<file path="config.mk">
export PLATFORM = sky130hd
export DESIGN_NAME = cov_frame_gate
export DESIGN_NICKNAME = d
export VERILOG_FILES = /design/src/rtl/cov_pkg.sv /design/src/rtl/cov_frame_gate.sv
export SDC_FILE = /design/constraint.sdc
export NUM_CORES = 1
export LEC_CHECK = 0
export ABC_AREA = 1
export CELL_PAD_IN_SITES_DETAIL_PLACEMENT = 1
export CELL_PAD_IN_SITES_GLOBAL_PLACEMENT = 1
export CORE_ASPECT_RATIO = 1.2
export CORE_MARGIN = 3
export CORE_UTILIZATION = 35
export DETAILED_ROUTE_END_ITERATION = 7
export GPL_ROUTABILITY_DRIVEN = 0
export PLACE_DENSITY = 0.83
export SYNTH_ARGS = -nofsm -noshare
export SYNTH_HDL_FRONTEND = slang
export SYNTH_SLANG_ARGS = --single-unit
</file>
<file path="constraint.sdc">
create_clock -name clk_x4 -period 5.4 [get_ports clk_x4]
set_input_delay 1.08 -clock clk_x4 [delete_from_list [all_inputs] [get_ports clk_x4]]
set_output_delay 1.08 -clock clk_x4 [all_outputs]
set_load 0.02 [all_outputs]
</file>
<file path="src/rtl/cov_pkg.sv">
// Shared types and default framing constants for the covariance front end.
// The gate's parameters and the bench both default to these constants.
package cov_pkg;

  localparam int NUM_CH_D      = 4;
  localparam int DATA_WIDTH_D  = 16;
  localparam int FRAME_SIZE_D  = 2048;
  localparam int SKIP_D        = 48;
  localparam int DESIRED_D     = 2000;
  localparam int FCNT_WIDTH_D  = 32;
  localparam int IDX_W         = $clog2(FRAME_SIZE_D);

  typedef enum logic {IDLE, ACTIVE} gate_state_t;
  typedef logic [NUM_CH_D*DATA_WIDTH_D-1:0] chan_bus_t;

endpackage

</file>
<file path="src/rtl/cov_frame_gate.sv">
// Frame gate ahead of cov_matrix: drops the frame head, forwards a fixed window
// with sof/eof markers, and flags short/long frames.
module cov_frame_gate
  import cov_pkg::*;
#(
  parameter int NUM_CH          = NUM_CH_D,
  parameter int DATA_WIDTH      = DATA_WIDTH_D,
  parameter int FRAME_SIZE      = FRAME_SIZE_D,
  parameter int SKIP_SAMPLES    = SKIP_D,
  parameter int DESIRED_SAMPLES = DESIRED_D,
  parameter int FCNT_WIDTH      = FCNT_WIDTH_D
) (
  input  logic                         clk_x4,
  input  logic                         rst_n,
  input  logic                         enable,
  input  logic                         err_clear,
  input  logic                         data_in_valid,
  input  logic                         frame_sync,
  input  logic [NUM_CH*DATA_WIDTH-1:0] ch_i_in,
  input  logic [NUM_CH*DATA_WIDTH-1:0] ch_q_in,
  output logic                         data_out_valid,
  output logic [NUM_CH*DATA_WIDTH-1:0] ch_i_out,
  output logic [NUM_CH*DATA_WIDTH-1:0] ch_q_out,
  output logic                         sof_out,
  output logic                         eof_out,
  output logic                         frame_abort,
  output logic [FCNT_WIDTH-1:0]        frame_counter,
  output logic                         short_frame_err,
  output logic                         long_frame_err
);

  localparam int IW = $clog2(FRAME_SIZE);
  localparam logic [IW-1:0] SKIP_I   = IW'(SKIP_SAMPLES);
  localparam logic [IW-1:0] LAST_FWD = IW'(SKIP_SAMPLES + DESIRED_SAMPLES - 1);
  localparam logic [IW-1:0] LAST_IDX = IW'(FRAME_SIZE - 1);

  if ((SKIP_SAMPLES + DESIRED_SAMPLES > FRAME_SIZE) || (DESIRED_SAMPLES < 1)) begin : g_bad_cfg
    $error("cov_frame_gate: forwarding window does not fit in the frame");
  end

  gate_state_t   state_q, state_d;
  logic [IW-1:0] idx_q, idx_d, cur_idx;
  logic          synced_q, synced_d;
  logic          fwd, sof_d, eof_d, abort_d, short_set, long_set;

  // idx_q holds the index the next valid sample will take within the frame.
  always_comb begin
    state_d   = state_q;
    idx_d     = idx_q;
    synced_d  = synced_q;
    cur_idx   = '0;
    fwd       = 1'b0;
    sof_d     = 1'b0;
    eof_d     = 1'b0;
    abort_d   = 1'b0;
    short_set = 1'b0;
    long_set  = 1'b0;
    if (data_in_valid) begin
      if (frame_sync && state_q == ACTIVE && idx_q != '0) begin
        short_set = 1'b1;
        // sof already out (idx past SKIP) but eof not yet (idx not past LAST_FWD)
        abort_d   = (idx_q > SKIP_I) && (idx_q <= LAST_FWD);
      end
      if (frame_sync && !enable) begin
        // a refused frame is a legitimate boundary: its samples are not "long"
        state_d  = IDLE;
        idx_d    = '0;
        synced_d = 1'b0;
      end else if (frame_sync || state_q == ACTIVE) begin
        cur_idx  = frame_sync ? '0 : idx_q;
        synced_d = 1'b1;
        fwd      = (cur_idx >= SKIP_I) && (cur_idx <= LAST_FWD);
        sof_d    = (cur_idx == SKIP_I);
        eof_d    = (cur_idx == LAST_FWD);
        if (cur_idx == LAST_IDX) begin
          state_d = IDLE;
          idx_d   = '0;
        end else begin
          state_d = ACTIVE;
          idx_d   = cur_idx + IW'(1);
        end
      end else if (synced_q) begin
        long_set = 1'b1;
      end
    end
  end

  always_ff @(posedge clk_x4 or negedge rst_n) begin
    if (!rst_n) begin
      state_q  <= IDLE;
      idx_q    <= '0;
      synced_q <= 1'b0;
    end else begin
      state_q  <= state_d;
      idx_q    <= idx_d;
      synced_q <= synced_d;
    end
  end

  always_ff @(posedge clk_x4 or negedge rst_n) begin
    if (!rst_n) begin
      data_out_valid  <= 1'b0;
      ch_i_out        <= '0;
      ch_q_out        <= '0;
      sof_out         <= 1'b0;
      eof_out         <= 1'b0;
      frame_abort     <= 1'b0;
      frame_counter   <= '0;
      short_frame_err <= 1'b0;
      long_frame_err  <= 1'b0;
    end else begin
      data_out_valid <= fwd;
      sof_out        <= sof_d;
      eof_out        <= eof_d;
      frame_abort    <= abort_d;
      if (fwd) begin
        ch_i_out <= ch_i_in;
        ch_q_out <= ch_q_in;
      end
      if (eof_d) frame_counter <= frame_counter + FCNT_WIDTH'(1);
      // a set in the same cycle as err_clear wins
      if (short_set)      short_frame_err <= 1'b1;
      else if (err_clear) short_frame_err <= 1'b0;
      if (long_set)       long_frame_err  <= 1'b1;
      else if (err_clear) long_frame_err  <= 1'b0;
    end
  end

endmodule

</file>
==> impl_metrics.py, run 1 <==
metrics = {
    "logic_synthesis": {
        "netlist-cell-type-count": 28,
        "synth-seq-cells": 179,
        "netlist_instances": 1029,
        "synth_common_cells": "nand2_1 (477), dfrtp_1 (179), nand3_1 (155), nor2_1 (62), inv_1 (40)",
        "synth_edf_count": 0,
        "synth.cell_area_um2": 8272,
        "synth.yosys.seq_area_share": 0.5415,
        "synth.top_cell.area_share": 0.5415,
        "synth.net_count": 1166,
        "synth.most_common_cell": "nand2_1",
        "synth_top_cell_by_area": "dfrtp_1",
        "avgSynthCellArea_um2": 8.039,
        "synthFlopType": "dfrtp_1",
        "synth_warnings": 0,
        "async_flop_share": 1.000,
        "synth.area.top_cells": "dfrtp_1 (54%), nand2_1 (22%), nand3_1 (9.4%)",
    },
    "pwr": {
        "cellPowerDensity_nw_per_um2": 367.2,
        "p_switching_mw": 1.512,
        "switching_share": 0.3429,
        "combPwrFrac": 0.316,
        "leakagePower_nw": 5.624,
        "p_seq_frac": 0.405,
        "power_mw": 4.411,
        "p_clk_frac": 0.279,
        "peakVddDrop_uv": 225.6,
        "p_int_mw": 2.898,
    },
    "sta": {
        "hold_violations": 0,
        "drv_slew": 0,
        "skew_ps": 19.00,
        "max_freq_ghz": 0.2900,
        "slew_headroom": 0.4987,
        "tns_ps": 0,
        "post-route-period-util": 0.6386,
        "setup_violations": 0,
        "hold_slack_ps": 474.0,
        "setup_ws_ps": 1951,
        "rsz0062_at_grt": "no",
        "worst_pin_slew_ps": 751.9,
        "fin_crit_ps": 3449,
    },
    "die": {
        "die_w_um": 146.3,
        "row_count": 61,
        "dieArea_um2": 25520,
        "die_h_um": 174.4,
        "core_area_um2": 23200,
        "num_io_pins": 300,
        "start_util": 0.3565,
    },
    "min_path": {
        "hold_start": "ch_i_out[53]",
        "hold_end": "ch_i_out[53]",
        "hp-class": "reg -> reg",
        "min_path_cells": 2,
    },
    "layout": {
        "nFillCells": 2794,
        "utilization": 0.5177,
        "drive_gt1_frac": 0.04021,
        "area_growth_pct": 45.23,
        "instances_no_fill": 1634,
        "ff_latch_area_um2": 4479,
        "fin_area_um2": 12010,
        "multiInputGateArea_um2": 3322,
        "finalNetCount": 1442,
    },
    "global_route": {
        "grt_max_degree": 129,
        "grtUsageTotal": 0.2328,
        "gr-total-overflow": 0,
        "grt_pass1_vias": 8449,
        "grt_pass1_wl_um": 47100,
        "antenna_found_initial": 7,
    },
    "clock_network": {
        "cts_hold_buf": 0,
        "max-clock-path-buffers": 2,
        "cts_setup_buffers": 0,
        "h-tree-depth": 4,
        "clock_sink_count": 179,
        "tritoncts": "done",
        "clkLatencyLatePin_ps": 440,
        "post_cts_resized": 0,
        "clockRootBuffer": "clkbuf_16",
        "cts_buffers": 17,
        "clk_pin_slew_ps": 80,
    },
    "critical_path": {
        "crit_required_ps": 5720,
        "r2r_setup_slack_ps": 2790,
        "r2r-start": "idx_q[0]",
        "startpoint": "frame_sync",
        "end_kind": "flip-flop",
        "crit_path_start_kind": "input port",
        "cp.arrival_ps": 3770,
        "r2r_cells": 11,
        "critPathKind": "in -> reg",
        "crit_fanout": 74,
        "rr_endpoint": "ch_q_out[30]",
    },
    "run_status": {
        "status": "finished, final reports clean",
    },
    "placement": {
        "dp.cells": 1601,
        "io_buffers": 299,
        "hpwl_um": 21580,
        "placed_cell_area_um2": 11420,
        "pre_cts_ws_ps": 1540,
    },
    "flow_run": {
        "drv_cap": 0,
    },
    "routing": {
        "drcViolationCount": 0,
        "wirelength_um": 29860,
        "drt-pass1-iter-count": 6,
        "drt_iter0_drc": 437,
        "ant_nets": 0,
        "wire_per_inst_um": 18.27,
        "vias": 8049,
        "avgViaCountPerCell": 4.926,
    },
}
critical path, stage by stage:
cell,delay [ps]
clkdlybuf4s50_1,540
nor2_1,260
ha_1,230
nand3_1,100
nor2_2,240
nand3_4,190
nand2_4,130
nand2_4,330
buf_12,340
nand2_1,150
nand2_1,70
sequential cells by signal, indices dropped and copies added (netlist names):
register,count
frame_counter,32
long_frame_err,1
state_q,1
short_frame_err,1
synced_q,1
ch_i_out,64
data_out_valid,1
idx_q,11
sof_out,1
ch_q_out,64
frame_abort,1
eof_out,1
cell families after synthesis:
| kind of cell | share of synthesized area |
|---|---|
| fa+ha+maj | 0.004538 |
| flops | 0.5415 |
| buf+inv | 0.05869 |
| compound gates | 0.01316 |
| xor+xnor | 0.01165 |
| simple gates | 0.3704 |
how the worst max path moves through the flow:
stage	to	slack [ps]	depth (start not counted)
6_report	ch_q_out[30]	1950	11
5_1_grt	ch_i_out[4]	1780	11
4_1_cts	ch_q_out[30]	2010	11
3_5_place_dp	ch_i_out[4]	1540	11
3_3_place_gp	ch_q_out[63]	1690	11
2_1_floorplan	frame_counter[26]	2860	10
power by group through the flow:
stage / combinational (mW) / clock [mW] / sequential (mW)
after global routing: 1.48 / 1.33 / 1.82
after CTS: 1.42 / 1.26 / 1.78
final: 1.39 / 1.23 / 1.78
after floorplan: 0.219 / 0 / 2.14
after global placement: 1.36 / 0 / 1.79
after detailed placement: 1.41 / 0 / 1.81
routing by layer:
metal | track usage | vias to the layer above | part of all wire
met5 | 0 | - | 0.0026
met4 | 0.08157 | 12 | 0.031
met3 | 0.08057 | 67 | 0.073
met2 | 0.4059 | 249 | 0.51
met1 | 0.2655 | 3923 | 0.38
li1 | - | 3798 | -
cell usage in the layout, fill, tap and decap left out, types with 4 or more instances in the layout:
cell type        instances
xor2_1                   9
clkinv_4                 4
nor3_1                   4
nand3_1                155
o21ai_0                 15
clkinv_8                 4
nor2_1                  62
nor2_2                   6
dfrtp_1                179
nand3b_1                11
clkdlybuf4s50_1        298
inv_1                   40
clkbuf_16               17
nand2_1                477
layout make-up:
type,instances,area share
diodes,1,0.0002083
clock buffers,18,0.03573
clock inverters,14,0.01333
inverters,41,0.01302
multi-input cells,762,0.2765
flip-flops and latches,179,0.3729
well taps,315,0.03281
repair buffers,304,0.2555
(Power assumes the default switching activity.)
==> run 2, diff against run 1 <==
CORE_UTILIZATION = 32   (was 35)
PLACE_DENSITY = 0.76   (was 0.83)
clock period = 3.3 ns   (was 5.4 ns; I/O delays follow)
==> run 2 against run 1 <==
  * Critical path depth shrank 1
  * Clock skew down 6.2 ps
  * Critical endpoint is now ch_i_out[36]
  * Sequential share of layout area is 0.84 points lower
  * Sequential power up 63%
  * Sequential cell count unchanged
  * Total power up 69%
  * Final area is 2.3% higher
  * Clock-buffer cell count up 2
  * Die area increased by 9.0%
  * Highest routed layer is now met4
  * Wire length grew 1.2%
  * Via count is 0.12% lower
  * Final cell count grew 1.8%
==> impl_metrics.py, run 2 (synthesis gave the netlist of run 1 again) <==
metrics = {
    "placement": {
        "hpwl_um": 21870,
        "placed_cell_area_um2": 11630,
        "io_buffers": 299,
    },
    "run_status": {
        "status": "finished, final reports clean",
    },
    "layout": {
        "drive_gt1_frac": 0.05097,
        "layout_commonest_cell": "nand2_1",
        "nFillCells": 3004,
        "utilization": 0.4903,
        "top_regs": "ch_i_out (64), ch_q_out (64), frame_counter (32)",
        "area_growth_pct": 48.57,
        "finalNetCount": 1458,
        "layout_common_cells": "nand2_1 (477), clkdlybuf4s50_1 (298), dfrtp_1 (179)",
        "fin_area_um2": 12290,
    },
    "die": {
        "start_util": 0.3300,
        "dieArea_um2": 27820,
        "row_count": 63,
        "die_h_um": 182.1,
        "num_io_pins": 300,
        "die_w_um": 152.8,
        "core_area_um2": 25070,
    },
    "routing": {
        "vias": 8039,
        "avgViaCountPerCell": 4.834,
        "ant_nets": 0,
        "drt_iter0_drc": 356,
        "drcViolationCount": 0,
        "wire_per_inst_um": 18.17,
        "wirelength_um": 30210,
        "drt-pass1-iter-count": 4,
    },
    "clock_network": {
        "cts_setup_buffers": 0,
        "clock_sink_count": 179,
        "clk_pin_slew_ps": 70,
        "max-clock-path-buffers": 2,
        "clockRootBuffer": "clkbuf_16",
        "h-tree-depth": 4,
        "tritoncts": "done",
        "cts_buffers": 17,
        "clkLatencyLatePin_ps": 430,
        "cts_hold_buf": 0,
        "post_cts_resized": 0,
    },
    "global_route": {
        "grt_pass1_vias": 8460,
        "antenna_found_initial": 1,
        "grtUsageTotal": 0.2175,
        "gr-total-overflow": 0,
        "grt_max_degree": 77,
        "grt_pass1_wl_um": 48160,
    },
    "sta": {
        "slew_headroom": 0.5644,
        "skew_ps": 12.75,
        "drv_slew": 0,
        "fin_crit_ps": 2652,
        "post-route-period-util": 0.8037,
        "rsz0062_at_grt": "no",
        "tns_ps": 0,
        "max_freq_ghz": 0.3771,
        "hold_violations": 0,
        "setup_violations": 0,
        "worst_pin_slew_ps": 653.4,
    },
    "pwr": {
        "p_int_mw": 5.101,
        "p_clk_frac": 0.305,
        "leakagePower_nw": 5.758,
        "peakVddDrop_uv": 330.9,
        "p_switching_mw": 2.357,
        "switching_share": 0.3161,
        "cellPowerDensity_nw_per_um2": 606.9,
        "combPwrFrac": 0.305,
        "p_seq_frac": 0.391,
        "power_mw": 7.458,
    },
    "critical_path": {
        "startpoint": "frame_sync",
        "max_stage_delay_ps": 530,
        "critPathSlowestCell": "clkdlybuf4s50_1",
        "crit_chain": "clkdlybuf4s50_1 -> nor2_1 -> ha_1 -> nand3_1 -> nor2_2 -> nand3_4 -> nand2_4 -> buf_4 -> nand3_1 -> nand2_1",
        "crit_fanout": 42,
        "end_kind": "flip-flop",
        "crit_required_ps": 3670,
        "crit_path_start_kind": "input port",
        "worst-path-buf-inv": 2,
        "critPathTopFamily": "simple AND/OR/NAND/NOR gates",
        "r2r-start": "idx_q[0]",
        "cp.arrival_ps": 3020,
        "worst_path_most_repeated_cell": "nand3_1",
        "critPathKind": "in -> reg",
    },
    "flow_run": {
        "drv_cap": 0,
    },
    "min_path": {
        "hp-class": "in -> async",
    },
}
==> run 2: area by class of cell <==
class / instances / area, um2 / area share
clock buffer: 20 / 446.7 / 0.03635
clock inverter: 12 / 201.4 / 0.01639
multi-input combinational: 762 / 3322 / 0.2703
sequential: 179 / 4479 / 0.3645
timing repair buffer: 320 / 3267 / 0.2658
antenna: 4 / 10.01 / 0.0008145
inverter: 41 / 156.4 / 0.01273
tap: 325 / 406.6 / 0.03309
==> run 2: power groups by stage <==
stage,registers [mW],clock network (mW),logic [mW]
global placement,2.93,0,2.25
floorplan,3.51,0,0.358
CTS,2.91,2.34,2.31
detailed placement,2.95,0,2.29
global route,2.97,2.42,2.42
finish,2.91,2.27,2.27
==> run 2: final timing paths <==
check / endpoint / slack (ps) / cells past startpoint
min reg2reg: ch_q_out[50] / 470 / 2
min: idx_q[2] / 230 / 1
max in group asynchronous: ch_i_out[30] / 2270 / 2
max reg2reg: ch_i_out[36] / 1040 / 10
min in group clk_x4: ch_q_out[50] / 470 / 2
max: ch_i_out[36] / 650 / 10
==> run 2: per-stage QoR <==
step                      instances  worst slack, ps  hold WS, ps
after floorplan                1029             1184        364.4
after global placement         1627            376.2        452.5
after detailed placement       1627            236.0        458.3
after CTS                      1659            662.7        257.6
after global routing           1660            448.4        265.3
final                          1663            647.8        233.1
==> run 2: layer usage <==
layer	part of all wire	GRT usage	vias up	wire length, um
li1	-	-	3833	-
met1	0.41	0.2684	3917	12430
met2	0.50	0.3733	240	15100
met3	0.058	0.05313	49	1750
met4	0.031	0.07594	0	935
met5	0	0	-	0
